**config.mk**
```make
export PLATFORM = sky130hd
export DESIGN_NAME = mem_bus_arbiter
export DESIGN_NICKNAME = d
export VERILOG_FILES = /design/src/rtl/mem_bus_arbiter_pkg.sv /design/src/rtl/mem_bus_arbiter_reg32.sv /design/src/rtl/mem_bus_arbiter.sv
export SDC_FILE = /design/constraint.sdc
export NUM_CORES = 1
export LEC_CHECK = 0
export CAP_MARGIN = 30
export CORE_MARGIN = 1
export CORE_UTILIZATION = 40
export CTS_CLUSTER_SIZE = 20
export DETAILED_ROUTE_END_ITERATION = 6
export PLACE_DENSITY = 0.93
export SETUP_SLACK_MARGIN = 0.4
export SLEW_MARGIN = 5
export SYNTH_ARGS = -nofsm -noshare
export SYNTH_HDL_FRONTEND = slang
export SYNTH_SLANG_ARGS = --single-unit
export TNS_END_PERCENT = 30
```
**constraint.sdc**
```tcl
create_clock -name iClk -period 2.5 [get_ports iClk]
set_input_delay 0.5 -clock iClk [delete_from_list [all_inputs] [get_ports iClk]]
set_output_delay 0.5 -clock iClk [all_outputs]
set_load 0.01 [all_outputs]
```
**src/rtl/mem_bus_arbiter_pkg.sv**
```systemverilog
// rtl/mem_bus_arbiter_pkg.sv - shared types and constants for the memory bus arbiter
package mem_bus_arbiter_pkg;

   typedef enum logic [1:0] {
      ST_IDLE   = 2'd0,
      ST_ACCESS = 2'd1,
      ST_DONE   = 2'd2
   } arb_state_e;

   localparam logic [1:0] GRANT_NONE = 2'b00;
   localparam logic [1:0] GRANT_C    = 2'b01;
   localparam logic [1:0] GRANT_X    = 2'b10;

   localparam int MEM_ARB_MAX_WAIT = 15;

   // X wins when it asks alone, or on contention when X is the preferred side.
   function automatic logic pick_x(input logic c_req, input logic x_req, input logic prefer_x);
      return x_req & (~c_req | prefer_x);
   endfunction

endpackage

```
**src/rtl/mem_bus_arbiter_reg32.sv**
```systemverilog
// rtl/mem_bus_arbiter_reg32.sv - 32-bit enabled holding register with async active-low reset
module mem_bus_arbiter_reg32 (
   input  logic        clk,
   input  logic        rst_n,
   input  logic        en,
   input  logic [31:0] d,
   output logic [31:0] q
);

   logic [31:0] data_d;
   logic [31:0] data_q;

   always_comb begin
      data_d = data_q;
      if (en) data_d = d;
   end

   always_ff @(posedge clk or negedge rst_n) begin
      if (!rst_n) data_q <= '0;
      else        data_q <= data_d;
   end

   assign q = data_q;

endmodule

```
**src/rtl/mem_bus_arbiter.sv**
```systemverilog
// rtl/mem_bus_arbiter.sv - two-port (CPU/aux) arbiter for a single-ported memory with fixed wait states
// Define MEM_ARB_RR_EN for round-robin contention; otherwise the CPU port always wins.
module mem_bus_arbiter
   import mem_bus_arbiter_pkg::*;
#(
   parameter int ADDR_W      = 32,
   parameter int WAIT_STATES = 1
) (
   input  logic              iClk,
   input  logic              nRst,
   input  logic              iC_Read,
   input  logic              iC_Write,
   input  logic [ADDR_W-1:0] iC_Addr,
   input  logic [31:0]       iC_WData,
   output logic [31:0]       oC_RData,
   output logic              oC_Rdy,
   input  logic              iX_Read,
   input  logic              iX_Write,
   input  logic [ADDR_W-1:0] iX_Addr,
   input  logic [31:0]       iX_WData,
   output logic [31:0]       oX_RData,
   output logic              oX_Rdy,
   output logic [ADDR_W-1:0] oMemAddr,
   output logic [31:0]       oMemWData,
   output logic              oMemRead,
   output logic              oMemWrite,
   input  logic [31:0]       iMemRData,
   output logic [1:0]        oGrant
);

   localparam logic [3:0] WAIT_CNT = 4'(WAIT_STATES);

   arb_state_e        state_d, state_q;
   logic [1:0]        grant_d, grant_q;
   logic [ADDR_W-1:0] addr_d, addr_q;
   logic [31:0]       wdata_d, wdata_q;
   logic              wr_d, wr_q;
   logic [3:0]        cnt_d, cnt_q;

   logic c_req, x_req, win_x, prefer_x;
   logic rd_done_c, rd_done_x;

   assign c_req = iC_Read | iC_Write;
   assign x_req = iX_Read | iX_Write;

`ifdef MEM_ARB_RR_EN
   logic last_x_d, last_x_q;

   assign prefer_x = ~last_x_q;

   always_comb begin
      last_x_d = last_x_q;
      if (state_q == ST_IDLE && (c_req | x_req)) last_x_d = win_x;
   end

   // Resets to X so that the first contention goes to the CPU.
   always_ff @(posedge iClk or negedge nRst) begin
      if (!nRst) last_x_q <= 1'b1;
      else       last_x_q <= last_x_d;
   end
`else
   assign prefer_x = 1'b0;
`endif

   assign win_x = pick_x(c_req, x_req, prefer_x);

   always_comb begin
      state_d   = state_q;
      grant_d   = grant_q;
      addr_d    = addr_q;
      wdata_d   = wdata_q;
      wr_d      = wr_q;
      cnt_d     = cnt_q;
      rd_done_c = 1'b0;
      rd_done_x = 1'b0;
      case (state_q)
         ST_IDLE: begin
            if (c_req | x_req) begin
               grant_d = win_x ? GRANT_X : GRANT_C;
               addr_d  = win_x ? iX_Addr : iC_Addr;
               wdata_d = win_x ? iX_WData : iC_WData;
               wr_d    = win_x ? iX_Write : iC_Write;
               cnt_d   = WAIT_CNT;
               state_d = ST_ACCESS;
            end
         end
         ST_ACCESS: begin
            if (cnt_q == 4'd0) begin
               rd_done_c = ~wr_q & grant_q[0];
               rd_done_x = ~wr_q & grant_q[1];
               state_d   = ST_DONE;
            end else begin
               cnt_d = cnt_q - 4'd1;
            end
         end
         ST_DONE: begin
            grant_d = GRANT_NONE;
            state_d = ST_IDLE;
         end
         default: begin
            grant_d = GRANT_NONE;
            state_d = ST_IDLE;
         end
      endcase
   end

   always_ff @(posedge iClk or negedge nRst) begin
      if (!nRst) begin
         state_q <= ST_IDLE;
         grant_q <= GRANT_NONE;
         addr_q  <= '0;
         wdata_q <= '0;
         wr_q    <= 1'b0;
         cnt_q   <= 4'd0;
      end else begin
         state_q <= state_d;
         grant_q <= grant_d;
         addr_q  <= addr_d;
         wdata_q <= wdata_d;
         wr_q    <= wr_d;
         cnt_q   <= cnt_d;
      end
   end

   mem_bus_arbiter_reg32 u_c_rdata (
      .clk   (iClk),
      .rst_n (nRst),
      .en    (rd_done_c),
      .d     (iMemRData),
      .q     (oC_RData)
   );

   mem_bus_arbiter_reg32 u_x_rdata (
      .clk   (iClk),
      .rst_n (nRst),
      .en    (rd_done_x),
      .d     (iMemRData),
      .q     (oX_RData)
   );

   // Ready is high for an idle port and for exactly the DONE cycle of its own access.
   assign oC_Rdy    = ~c_req | (state_q == ST_DONE && grant_q[0]);
   assign oX_Rdy    = ~x_req | (state_q == ST_DONE && grant_q[1]);
   assign oGrant    = grant_q;
   assign oMemAddr  = addr_q;
   assign oMemWData = wdata_q;
   assign oMemRead  = (state_q == ST_ACCESS) & ~wr_q;
   assign oMemWrite = (state_q == ST_ACCESS) & wr_q;

endmodule

```
# ---- Word-level counts from Yosys, hierarchy flattened
# Cells that the tools add are included.
# W data, S select, Z words.
dict set report totals {
  ff_bits 137
  elab_cells 53
  inputBits 166
}
dict set report op_classes {
  n_reduce_logical 9
  n_bitwise 14
  addsub 1
  n_eq_ne 5
  mux 16
}
# op n
set ops {}
lappend ops {{$mux W32} 2}
lappend ops {{$mux W2} 4}
lappend ops {{$mux W4} 2}
lappend ops {{$pmux W2 S2} 2}
lappend ops {{$pmux W4 S2} 1}
lappend ops {{$ne A2 B2 Y1 const B} 3}
lappend ops {{$reduce_and A2 Y1} 3}
lappend ops {{$and A1 B1 Y1} 5}
lappend ops {{$mux W1} 5}
lappend ops {{$or A1 B1 Y1} 5}
lappend ops {{$logic_not A4 Y1} 1}
lappend ops {{$not A1 Y1} 4}
lappend ops {{$sub A4 B1 Y4 const B} 1}
lappend ops {{$reduce_and A3 Y1} 1}
lappend ops {{$eq A2 B1 Y1 const B} 1}
lappend ops {{$eq A2 B2 Y1 const B} 1}
lappend ops {{$logic_and A1 B1 Y1} 2}
lappend ops {{$logic_not A2 Y1} 1}
lappend ops {{$reduce_bool A2 Y1} 1}

# ---- Depth between registers and ports, before layout
# Gate-level depths: netlist of the first run.
dict set report logic_depth {
  word_depth 6
  depth_mapped 6
}

# ---- Hierarchy
# Synthesis of the first run repeated with hierarchy kept, for this count alone.
dict set report hier_totals {
  hier_cells 472
  hier_area_um2 6168.4
}
# module cells_per_inst instances area_per_inst_um2
set by_module_without_submodules {}
lappend by_module_without_submodules {mem_bus_arbiter 336 1 3478.3}
lappend by_module_without_submodules {mem_bus_arbiter_reg32 68 2 1345.0}

# ---- Least setup slack after synthesis of the first run
# Ideal clock, no wire load.
dict set report synth_path {
  kind {register to register}
  from {reg cnt_q[0]}
  to {reg u_x_rdata.data_q[10] (netlist: u_x_rdata.q[10])}
  path_slack_ns 0.643
  arrival_time_ns 1.730
  stages_incl_launch_ff 7
  period_less_slack_ns 1.857
  path_cell_list {dfrtp_1 inv_1 ha_1 nor3b_1 nand3_2 buf_6 mux2_1}
}
dict set report synth_between {
  elab_chain_cells 3
}
# item line_no
set synth_lines {}
lappend synth_lines {{start, declared} mem_bus_arbiter.sv:38} ;# logic [3:0] cnt_d, cnt_q;
lappend synth_lines {{start signal, assigned} mem_bus_arbiter.sv:121} ;# cnt_q <= cnt_d;
lappend synth_lines {{$logic_not A4 Y1} mem_bus_arbiter.sv:88} ;# if (cnt_q == 4'd0) begin
lappend synth_lines {{$mux W1} mem_bus_arbiter.sv:88}
lappend synth_lines {{$mux W1} mem_bus_arbiter.sv:76} ;# case (state_q)
lappend synth_lines {{end signal, assigned} mem_bus_arbiter_reg32.sv:20} ;# else data_q <= data_d;
lappend synth_lines {{end, declared} mem_bus_arbiter_reg32.sv:11} ;# logic [31:0] data_q;
# No other way between the ends.
# A chain may end at the register's enable or synchronous reset.

# ---- Worst setup path in the final report of the first run
dict set report layout_path {
  from {in iC_Write}
  to {out oC_Rdy}
}
dict set report layout_between {
  elab_chain_cells 3
}
# item line_no
set layout_lines {}
lappend layout_lines {{start, declared} mem_bus_arbiter.sv:12} ;# input logic iC_Write,
lappend layout_lines {{$or A1 B1 Y1} mem_bus_arbiter.sv:43} ;# assign c_req = iC_Read | iC_Write;
lappend layout_lines {{$not A1 Y1} mem_bus_arbiter.sv:142} ;# assign oC_Rdy = ~c_req | (state_q == ST_DONE && grant_q[0]);
lappend layout_lines {{$or A1 B1 Y1} mem_bus_arbiter.sv:142}
lappend layout_lines {{end, declared} mem_bus_arbiter.sv:16} ;# output logic oC_Rdy,
# No other way between the ends.

==> results of run 1 <==
power by group through the flow:
stage	logic, W	registers (W)	clock network [W]
after global placement	0.00527	0.00399	0
after detailed placement	0.00543	0.00403	0
final	0.00538	0.00404	0.00258
after global routing	0.00576	0.00417	0.00273
after CTS	0.00543	0.00404	0.00262
after floorplan	0.00194	0.00444	0
worst max-delay path: stages:
cell	delay (ns)
clkdlybuf4s50_1	0.45
or2_2	0.35
nand2_1	0.09
dlygate4sd2_1	0.28
through the flow:
stage	cell area [um^2]	instances	power [W]	utilization, %
global placement	9020	922	0.00925	64.0
finish	9650	954	0.0120	68.4
floorplan	5870	469	0.00638	-
global route	9650	954	0.0127	68.4
CTS	9640	954	0.0121	68.4
detailed placement	9020	922	0.00946	64.0
sequential cells by signal, summed over array words and instances (netlist names):
name         flops
cnt_q            4
oGrant           2
oMemAddr        32
oMemWData       32
state_q          2
u_c_rdata.q     32
u_x_rdata.q     32
wr_q             1
cells in the mapped netlist (all sizes together), types with 4 or more instances:
library cell	instances
a21oi	30
mux2	64
nand2	7
dfrtp	137
and3	41
clkbuf	20
a221o	40
inv	5
a31oi	24
nand3	26
buf	22
nor2	4
o21ai	25
metal layers:
metal	GRT usage, %	part of all wire (%)	vias up	routed length, um
li1	-	-	2355	-
met2	40.4	51	274	9010
met1	26.0	37	2503	6600
met4	12.0	3.7	0	647
met5	0	0	-	0
met3	7.66	8.3	51	1470
logic make-up after synthesis:
family,Yosys count
adder cells (fa/ha/maj),2
flip-flops,137
multiplexers,64
buffers and inverters,47
AO/OA/AOI/OAI,124
AND/OR/NAND/NOR,95
layout make-up:
class,instances,share of cell area [%]
flip-flops and latches,137,35.6
repair buffers,315,32.8
multi-input cells,285,22.7
clock buffers,22,4.92
well taps,180,2.33
clock inverters,10,1.47
inverters,5,0.195
how the worst max path moves through the flow:
stage	startpoint	endpoint	depth (start not counted)	slack (ns)
after floorplan	cnt_q[0]	u_x_rdata.q[10]	6	0.64
after global placement	iC_Write	oC_Rdy	4	0.11
after detailed placement	iC_Write	oC_Rdy	4	0.06
after CTS	iX_Write	oX_Rdy	4	0.17
after global routing	iC_Write	oC_Rdy	4	0.29
final	iC_Write	oC_Rdy	4	0.33
==> summary.txt, run 1 <==
status -> finished, final reports clean
Clock transition at path regs -> 0.06 ns
GRT Util Overall -> 23.6%
Layout area overhead -> 64.4%
sequential power share -> 33.7%
fill count -> 1013
Setup Viol. Count Final -> 0
# diodes -> 0
post-synthesis compound-gate area fraction -> 14.8%
sw frac -> 31.8%
Final HPWL DP -> 12700 um
Detail Route Antenna Nets -> 0
CP Capture Type -> output pin
CORE AREA -> 0.0141 mm^2
Synth Area in XOR/XNOR -> 0%
Reg2Reg Launch Point -> cnt_q[0]
DRC violation count after routing -> 0
Worst Tran Pin Value -> 0.565 ns
drt first pass iters -> 4
Top FF cell, synth -> dfrtp_1
Hold/Removal Path Class -> in -> async
mux contribution to synthesized area -> 12.3%
PwrDens -> 1240 mW/mm^2
pre-CTS WS -> 0.0627 ns
clk_lat worst skew -> 0.42 ns
combinational share of power -> 44.8%
worst setup margin -> 0.328 ns
ys async rst share -> 100%
starting DRC count in detailed routing -> 332
Initial Utilization -> 41.6%
Slew Viols, Final -> 0
Yosys top cell by area -> dfrtp_1
LEAKAGE -> 4.09 nW
Port Buffer Count -> 299
R2R depth -> 7
Worst Path Max Fanout -> 4
PostCTS Resize Cnt -> 6
simple-gate area share of the yosys netlist -> 9.61%
Yosys Warn Count -> 0
mapped cell area -> 0.00587 mm^2
Post-CTS Hold Fix Bufs -> 0
I/O pins -> 300
commonest cells after routing, fill and taps aside -> clkdlybuf4s50_1 (294), dfrtp_1 (135), mux2_2 (60), and3_1 (41), a221o_1 (40)
area of the multi-input gates -> 0.00219 mm^2
Hold Fails Final Rpt -> 0
Post-CTS Setup Inserts -> 0
post-DR vias/cell -> 5.43
clock sinks -> 137
fraction of the cycle the final worst path needs -> 86.9%
Clk pwr share -> 21.5%
post-synthesis instance total -> 469
worst reg2reg setup slack -> 0.56 ns
CTS tree -> yes
initial antenna violation count -> 0
H-tree depth -> 4
routability congestion estimate -> 0.801
#FFs+latches synth -> 137
syn nets -> 637
internal power -> 0.00819 W
FMAX -> 460 MHz
wire per inst -> 18.6 um
Syn Area/Cell -> 12.5 um^2
share of Yosys cell area claimed by the top area cell type -> 58.4%
CP Class -> in -> out
grt ovf -> 0
root buffer cell -> clkbuf_16
vias in the first global route -> 5216
routed vias -> 5183
Seq. cell area -> 0.00343 mm^2
Longest Clk Path Bufs -> 2
arrival time worst endpoint -> 1.67 ns
NetSw -> 0.00381 W
CTS buffer count -> 17
largest family of logic cells by synthesized area -> compound AO/OA/AOI/OAI gates
Worst Path Required -> 2.00 ns
commonest non-fill, non-tap cell in the layout -> clkdlybuf4s50_1
final net count -> 929
register area share after synthesis -> 58.4%
die width -> 123 um
crit path launch type -> primary input
Die Y-Extent -> 123 um
top post-synthesis cells by area -> dfrtp_1 (58%), mux2_2 (12%), a221o_1 (6.8%)
reg2reg end -> u_x_rdata.q[7]
Adder-Cell Fraction of Synth Area -> 0.426%
Post-synth EDFFs -> 0
Clock Skew -> 0.0105 ns
Max VDD drop -> 564 uV
die area -> 0.0152 mm^2
worst hold slack -> 0.0233 ns
Max-Cap Viols -> 0
worst relative slew slack -> 62.3%
Final min period -> 2.17 ns
Fin Setup TNS -> 0 ns
Distinct cells, synth -> 37
Row Count -> 43
unrepaired setup endpoints after global routing -> yes
first-pass GRT wire length -> 27000 um
Routed WL -> 17700 um
share of cells above drive strength 1 -> 15.6%
largest net degree at the start of global routing -> 67
Note: power is estimated with default switching activity, not from simulation.
==> run 2, diff against run 1 <==
Settings changed: SETUP_SLACK_MARGIN 0.4 to default.
==> run 2 against run 1 <==
  * Sequential power about the same
  * Worst hold slack improved by 0.00094 ns
  * Sequential cell count stayed put
  * Combinational power hardly changed
  * Design area hardly changed
  * Critical path depth unchanged
  * Die area unchanged
  * Clock skew grew 0.0012 ns
  * Worst setup slack worse by 0.27 ns
  * Clock-buffer cell count is the same
  * Clock power is essentially flat
  * Register-to-register slack hardly changed
  * Largest cell class unchanged
  * Largest power group unchanged
  * Highest routed layer unchanged
==> summary.txt, run 2 (same netlist as run 1, synthesis figures left out) <==
Final min period -> 2.44 ns (+0.268 ns)
PwrDens -> 1250 mW/mm^2 (+0.11%)
I/O pins -> 300 (unchanged)
wire per inst -> 18.5 um (-0.32%)
root buffer cell -> clkbuf_16
drt first pass iters -> 4 (unchanged)
Routed WL -> 17700 um (-0.32%)
CP Class -> in -> out
cell repeated most along the worst path -> clkdlybuf4s50_1
arrival time worst endpoint -> 1.94 ns (+0.27 ns)
vias in the first global route -> 5218 (+0.038%)
Initial Utilization -> 41.6% (unchanged)
CTS buffer count -> 17 (unchanged)
DRC violation count after routing -> 0 (unchanged)
fraction of the cycle the final worst path needs -> 97.6% (+11 points)
CP Capture Type -> output pin
commonest cells after routing, fill and taps aside -> clkdlybuf4s50_1 (298), dfrtp_1 (137), mux2_2 (60), and3_1 (41), a221o_1 (40)
Detail Route Antenna Nets -> 0 (unchanged)
critical path's top delay family -> buffers and inverters
Hold/Removal Path Class -> in -> async
CP Buf/Inv Count -> 2 (unchanged)
Layout area overhead -> 64.3% (about the same)
Clock transition at path regs -> 0.06 ns (about the same)
worst relative slew slack -> 62.7% (+0.35 points)
Setup Viol. Count Final -> 0 (unchanged)
starting DRC count in detailed routing -> 290 (-13%)
Worst Path Required -> 2.00 ns (about the same)
FMAX -> 410 MHz (-11%)
Max VDD drop -> 563 uV (-0.18%)
Post-CTS Setup Inserts -> 0 (unchanged)
Max-Cap Viols -> 0 (unchanged)
final net count -> 929 (unchanged)
routability congestion estimate -> 0.801 (unchanged)
clk_lat worst skew -> 0.42 ns (about the same)
Die Y-Extent -> 123 um (unchanged)
grt ovf -> 0 (unchanged)
fill count -> 1014 (+0.099%)
post-DR vias/cell -> 5.43 (about the same)
status -> finished, final reports clean
worst hold slack -> 0.0243 ns (+0.000936 ns)
Crit-path slowest cell -> clkdlybuf4s50_1
Clock Skew -> 0.0116 ns (+0.00117 ns)
Port Buffer Count -> 299 (unchanged)
Tot Pwr -> 0.0120 W (about the same)
crit-path cells -> clkdlybuf4s50_1, or2_2, nand2_1, clkdlybuf4s50_1
CP peak stage delay -> 0.55 ns (+0.10 ns)
largest net degree at the start of global routing -> 67 (unchanged)
Row Count -> 43 (unchanged)
Worst Tran Pin Value -> 0.560 ns (-0.00521 ns)
die area -> 0.0152 mm^2 (unchanged)
unrepaired setup endpoints after global routing -> yes
H-tree depth -> 4 (unchanged)
routed vias -> 5181 (-0.039%)
die width -> 123 um (unchanged)
Worst Path Max Fanout -> 4 (unchanged)
share of cells above drive strength 1 -> 15.2% (-0.39 points)
Hold Fails Final Rpt -> 0 (unchanged)
CORE AREA -> 0.0141 mm^2 (unchanged)
commonest non-fill, non-tap cell in the layout -> clkdlybuf4s50_1
crit path launch type -> primary input
Final HPWL DP -> 12700 um (unchanged)
LEAKAGE -> 4.07 nW (-0.51%)
GRT Util Overall -> 23.6% (about the same)
first-pass GRT wire length -> 27000 um (about the same)
Longest Clk Path Bufs -> 2 (unchanged)
Slew Viols, Final -> 0 (unchanged)
initial antenna violation count -> 0 (unchanged)
clock sinks -> 137 (unchanged)
# diodes -> 0 (unchanged)
CTS tree -> yes
[run 2: cell types whose count changed in the layout (fill, tap and decap cells not counted), sizes merged]
| cell | previous run | this run |
|---|---|---|
| clkdlybuf4s50 | 294 | 298 |
| dlymetal6s2s | 1 | 0 |
| dlygate4sd2 | 3 | 0 |
[run 2: timing repair]
action,in CTS,in global routing
resized for setup,0,1
hold buffers,0,0
hold endpoints to repair,0,0
setup endpoints to repair,0,2
[run 2: path summary, 6_finish.rpt]
check / startpoint / depth (start not counted) / slack (ns) / endpoint
max: iC_Write / 4 / 0.06 / oC_Rdy
min in group iClk: u_c_rdata.q[7] / 1 / 0.49 / u_c_rdata.q[7]
max in group asynchronous: nRst / 2 / 1.77 / u_x_rdata.q[25]
max reg2reg: cnt_q[0] / 7 / 0.57 / u_x_rdata.q[7]
min: nRst / 1 / 0.02 / u_x_rdata.q[12]
min reg2reg: u_c_rdata.q[7] / 1 / 0.49 / u_c_rdata.q[7]
[run 2: cell type report]
type / instances / area (um^2) / area share, %
inverter: 5 / 18.8 / 0.195
sequential: 137 / 3430 / 35.6
clock inverter: 10 / 141 / 1.47
clock buffer: 22 / 474 / 4.92
timing repair buffer: 315 / 3160 / 32.8
tap: 180 / 225 / 2.34
multi-input combinational: 285 / 2190 / 22.7
[run 2: routing by layer]
layer,vias up,global-route usage (%),part of all wire [%]
met5,-,0,0
met4,0,12.0,3.7
met3,50,7.66,8.4
met2,266,40.5,51
met1,2512,26.0,37
li1,2353,-,-
[run 2: power by group]
part	total (W)	leakage, nW	internal (W)	switching [W]
combinational	0.00539	2.16	0.00320	0.00219
sequential	0.00403	1.61	0.00335	0.000687
clock	0.00258	0.297	0.00165	0.000932
total	0.0120	4.07	0.00820	0.00381
[run 2: per-stage QoR]
stage | cell area, um^2 | std cells | utilization [%] | worst slack [ns] | setup TNS [ns]
after floorplan | 5870 | 469 | - | 0.643 | 0
after global placement | 9020 | 922 | 64.0 | 0.111 | 0
after detailed placement | 9020 | 922 | 64.0 | 0.0627 | 0
after CTS | 9640 | 954 | 68.4 | 0.0532 | 0
after global routing | 9640 | 954 | 68.4 | -0.0295 | -0.0295
final | 9640 | 954 | 68.4 | 0.0596 | 0
[run 2: worst reg2reg max path: cells and delay by family, from the launching register on]
| kind | cells | cell delay (ns) |
|---|---|---|
| multiplexers | 1 | 0.43 |
| buffers and inverters | 3 | 0.63 |
| AND/OR/NAND/NOR | 2 | 0.20 |
| flip-flops | 1 | 0.35 |
| adder cells (fa/ha/maj) | 1 | 0.22 |
==> run 3, diff against run 2 <==
Settings changed: TNS_END_PERCENT 30 to default.
==> run 3 against run 2 <==
  * Clock skew shrank 0.0016 ns
  * Register-to-register slack barely moved
  * Routed wire length is 0.14% higher
  * Critical path depth unchanged
  * Core utilization is 0.062 points higher
  * Non-clock buffer count unchanged
  * Largest cell class unchanged
  * Sequential cell count unchanged
  * Via count decreased by 0.50%
  * Maximum frequency grew 0.31%
  * Sequential power about the same
  * Worst hold slack worse by 0.0022 ns
  * Clock-buffer cell count stayed put
==> summary.txt, run 3 (same netlist as run 1, synthesis figures left out) <==
status -> finished, final reports clean
# diodes -> 0 (unchanged)
Die Y-Extent -> 123 um (unchanged)
die area -> 0.0152 mm^2 (unchanged)
FMAX -> 411 MHz (+0.31%)
Routed WL -> 17700 um (+0.14%)
Detail Route Antenna Nets -> 0 (unchanged)
worst reg2reg setup slack -> 0.57 ns (about the same)
share of cells above drive strength 1 -> 15.5% (+0.26 points)
crit path launch type -> primary input
Inst Count DP -> 922 (unchanged)
Crit-path slowest cell -> clkdlybuf4s50_1
fill count -> 1011 (-0.30%)
CORE AREA -> 0.0141 mm^2 (unchanged)
Worst Path Max Fanout -> 4 (unchanged)
Longest Clk Path Bufs -> 2 (unchanged)
final net count -> 929 (unchanged)
PwrDens -> 1250 mW/mm^2 (about the same)
grt ovf -> 0 (unchanged)
largest net degree at the start of global routing -> 67 (unchanged)
Reg2Reg Launch Point -> cnt_q[0]
Setup Viol. Count Final -> 0 (unchanged)
Clock Skew -> 0.0100 ns (-0.00162 ns)
crit-path cells -> clkdlybuf4s50_1, or2_2, nand2_1, clkdlybuf4s50_1
Final HPWL DP -> 12700 um (unchanged)
Max VDD drop -> 567 uV (+0.64%)
arrival time worst endpoint -> 1.93 ns (about the same)
initial antenna violation count -> 0 (unchanged)
Final min period -> 2.43 ns (-0.00761 ns)
Fin Setup TNS -> 0 ns (unchanged)
drt first pass iters -> 4 (unchanged)
wire per inst -> 18.5 um (+0.14%)
Row Count -> 43 (unchanged)
fraction of the cycle the final worst path needs -> 97.3% (-0.30 points)
Layout area overhead -> 64.4% (about the same)
final std cells w/o fill -> 954 (unchanged)
CTS buffer count -> 17 (unchanged)
GRT Util Overall -> 23.6% (unchanged)
post-DR vias/cell -> 5.40 (-0.50%)
Max-Cap Viols -> 0 (unchanged)
clock sinks -> 137 (unchanged)
commonest non-fill, non-tap cell in the layout -> clkdlybuf4s50_1
CP Class -> in -> out
Slew Viols, Final -> 0 (unchanged)
H-tree depth -> 4 (unchanged)
first-pass GRT wire length -> 27000 um (unchanged)
cell repeated most along the worst path -> clkdlybuf4s50_1
CP peak stage delay -> 0.55 ns (about the same)
routability congestion estimate -> 0.801 (unchanged)
worst relative slew slack -> 62.6% (-0.087 points)
CTS tree -> yes
R2R depth -> 7 (unchanged)
worst hold slack -> 0.0220 ns (-0.00225 ns)
Worst Tran Pin Value -> 0.561 ns (+0.00130 ns)
LEAKAGE -> 4.07 nW (about the same)
starting DRC count in detailed routing -> 321 (+11%)
Initial Utilization -> 41.6% (unchanged)
commonest cells after routing, fill and taps aside -> clkdlybuf4s50_1 (298), dfrtp_1 (135), mux2_2 (60), and3_1 (41), a221o_1 (40)
Clock transition at path regs -> 0.06 ns (about the same)
reg2reg end -> u_x_rdata.q[7]
die width -> 123 um (unchanged)
clk_lat worst skew -> 0.42 ns (about the same)
root buffer cell -> clkbuf_16
Post-CTS Hold Fix Bufs -> 0 (unchanged)
CP Capture Type -> output pin
unrepaired setup endpoints after global routing -> no
Worst Path Required -> 2.00 ns (about the same)
I/O pins -> 300 (unchanged)
Hold Fails Final Rpt -> 0 (unchanged)
DRC violation count after routing -> 0 (unchanged)
Port Buffer Count -> 299 (unchanged)
vias in the first global route -> 5218 (unchanged)
routed vias -> 5155 (-0.50%)
Hold/Removal Path Class -> in -> async
[run 3: cell types whose count changed in the layout (fill, tap and decap cells not counted)]
cell	before	now
dfrtp_1	137	135
dfrtp_2	0	2
nor3b_2	1	0
nor3b_4	0	1
[run 3: repair_timing]
action,in CTS,in global routing
hold endpoints to repair,0,0
resized for setup,0,4
buffers inserted,0,0
setup endpoints to repair,0,2
[run 3: critical path, delay by kind of cell]
| family | cells | cell delay (ns) |
|---|---|---|
| buf+inv | 2 | 1.00 |
| simple gates | 2 | 0.44 |
[run 3: metrics by stage]
step | power (W) | utilization (%) | cell area, um^2 | setup WS [ns]
CTS | 0.0121 | 68.4 | 9640 | 0.0532
finish | 0.0120 | 68.5 | 9650 | 0.0672
global placement | 0.00925 | 64.0 | 9020 | 0.111
global route | 0.0127 | 68.5 | 9650 | 0.0197
detailed placement | 0.00946 | 64.0 | 9020 | 0.0627
floorplan | 0.00638 | - | 5870 | 0.643
[run 3: worst max path at each step]
stage / end / start / slack [ns]
6_report: oC_Rdy / iC_Write / 0.07
4_1_cts: oMemWrite / state_q[0] / 0.05
3_5_place_dp: oC_Rdy / iC_Write / 0.06
5_1_grt: oC_Rdy / iC_Write / 0.02
3_3_place_gp: oC_Rdy / iC_Write / 0.11
2_1_floorplan: u_x_rdata.q[10] / cnt_q[0] / 0.64
[run 3: final cells by class]
class                   instances  area, um^2  share of cell area [%]
flip-flops and latches        137        3430                    35.5
repair buffers                315        3160                    32.8
multi-input cells             285        2200                    22.8
clock buffers                  22         474                    4.91
well taps                     180         225                    2.33
clock inverters                10         141                    1.46
inverters                       5        18.8                   0.194
[run 3: metal layers]
metal / vias up / GRT usage (%) / share of wire [%]
li1: 2353 / - / -
met1: 2502 / 26.0 / 37
met2: 253 / 40.5 / 51
met3: 47 / 7.66 / 8.3
met4: 0 / 12.0 / 3.6
met5: - / 0 / 0
[run 3: where the power goes]
| part | total (W) | internal [W] | leakage, nW | switching [W] |
|---|---|---|---|---|
| logic | 0.00540 | 0.00321 | 2.16 | 0.00219 |
| clock network | 0.00258 | 0.00165 | 0.297 | 0.000927 |
| registers | 0.00404 | 0.00335 | 1.61 | 0.000694 |
| total | 0.0120 | 0.00821 | 4.07 | 0.00381 |
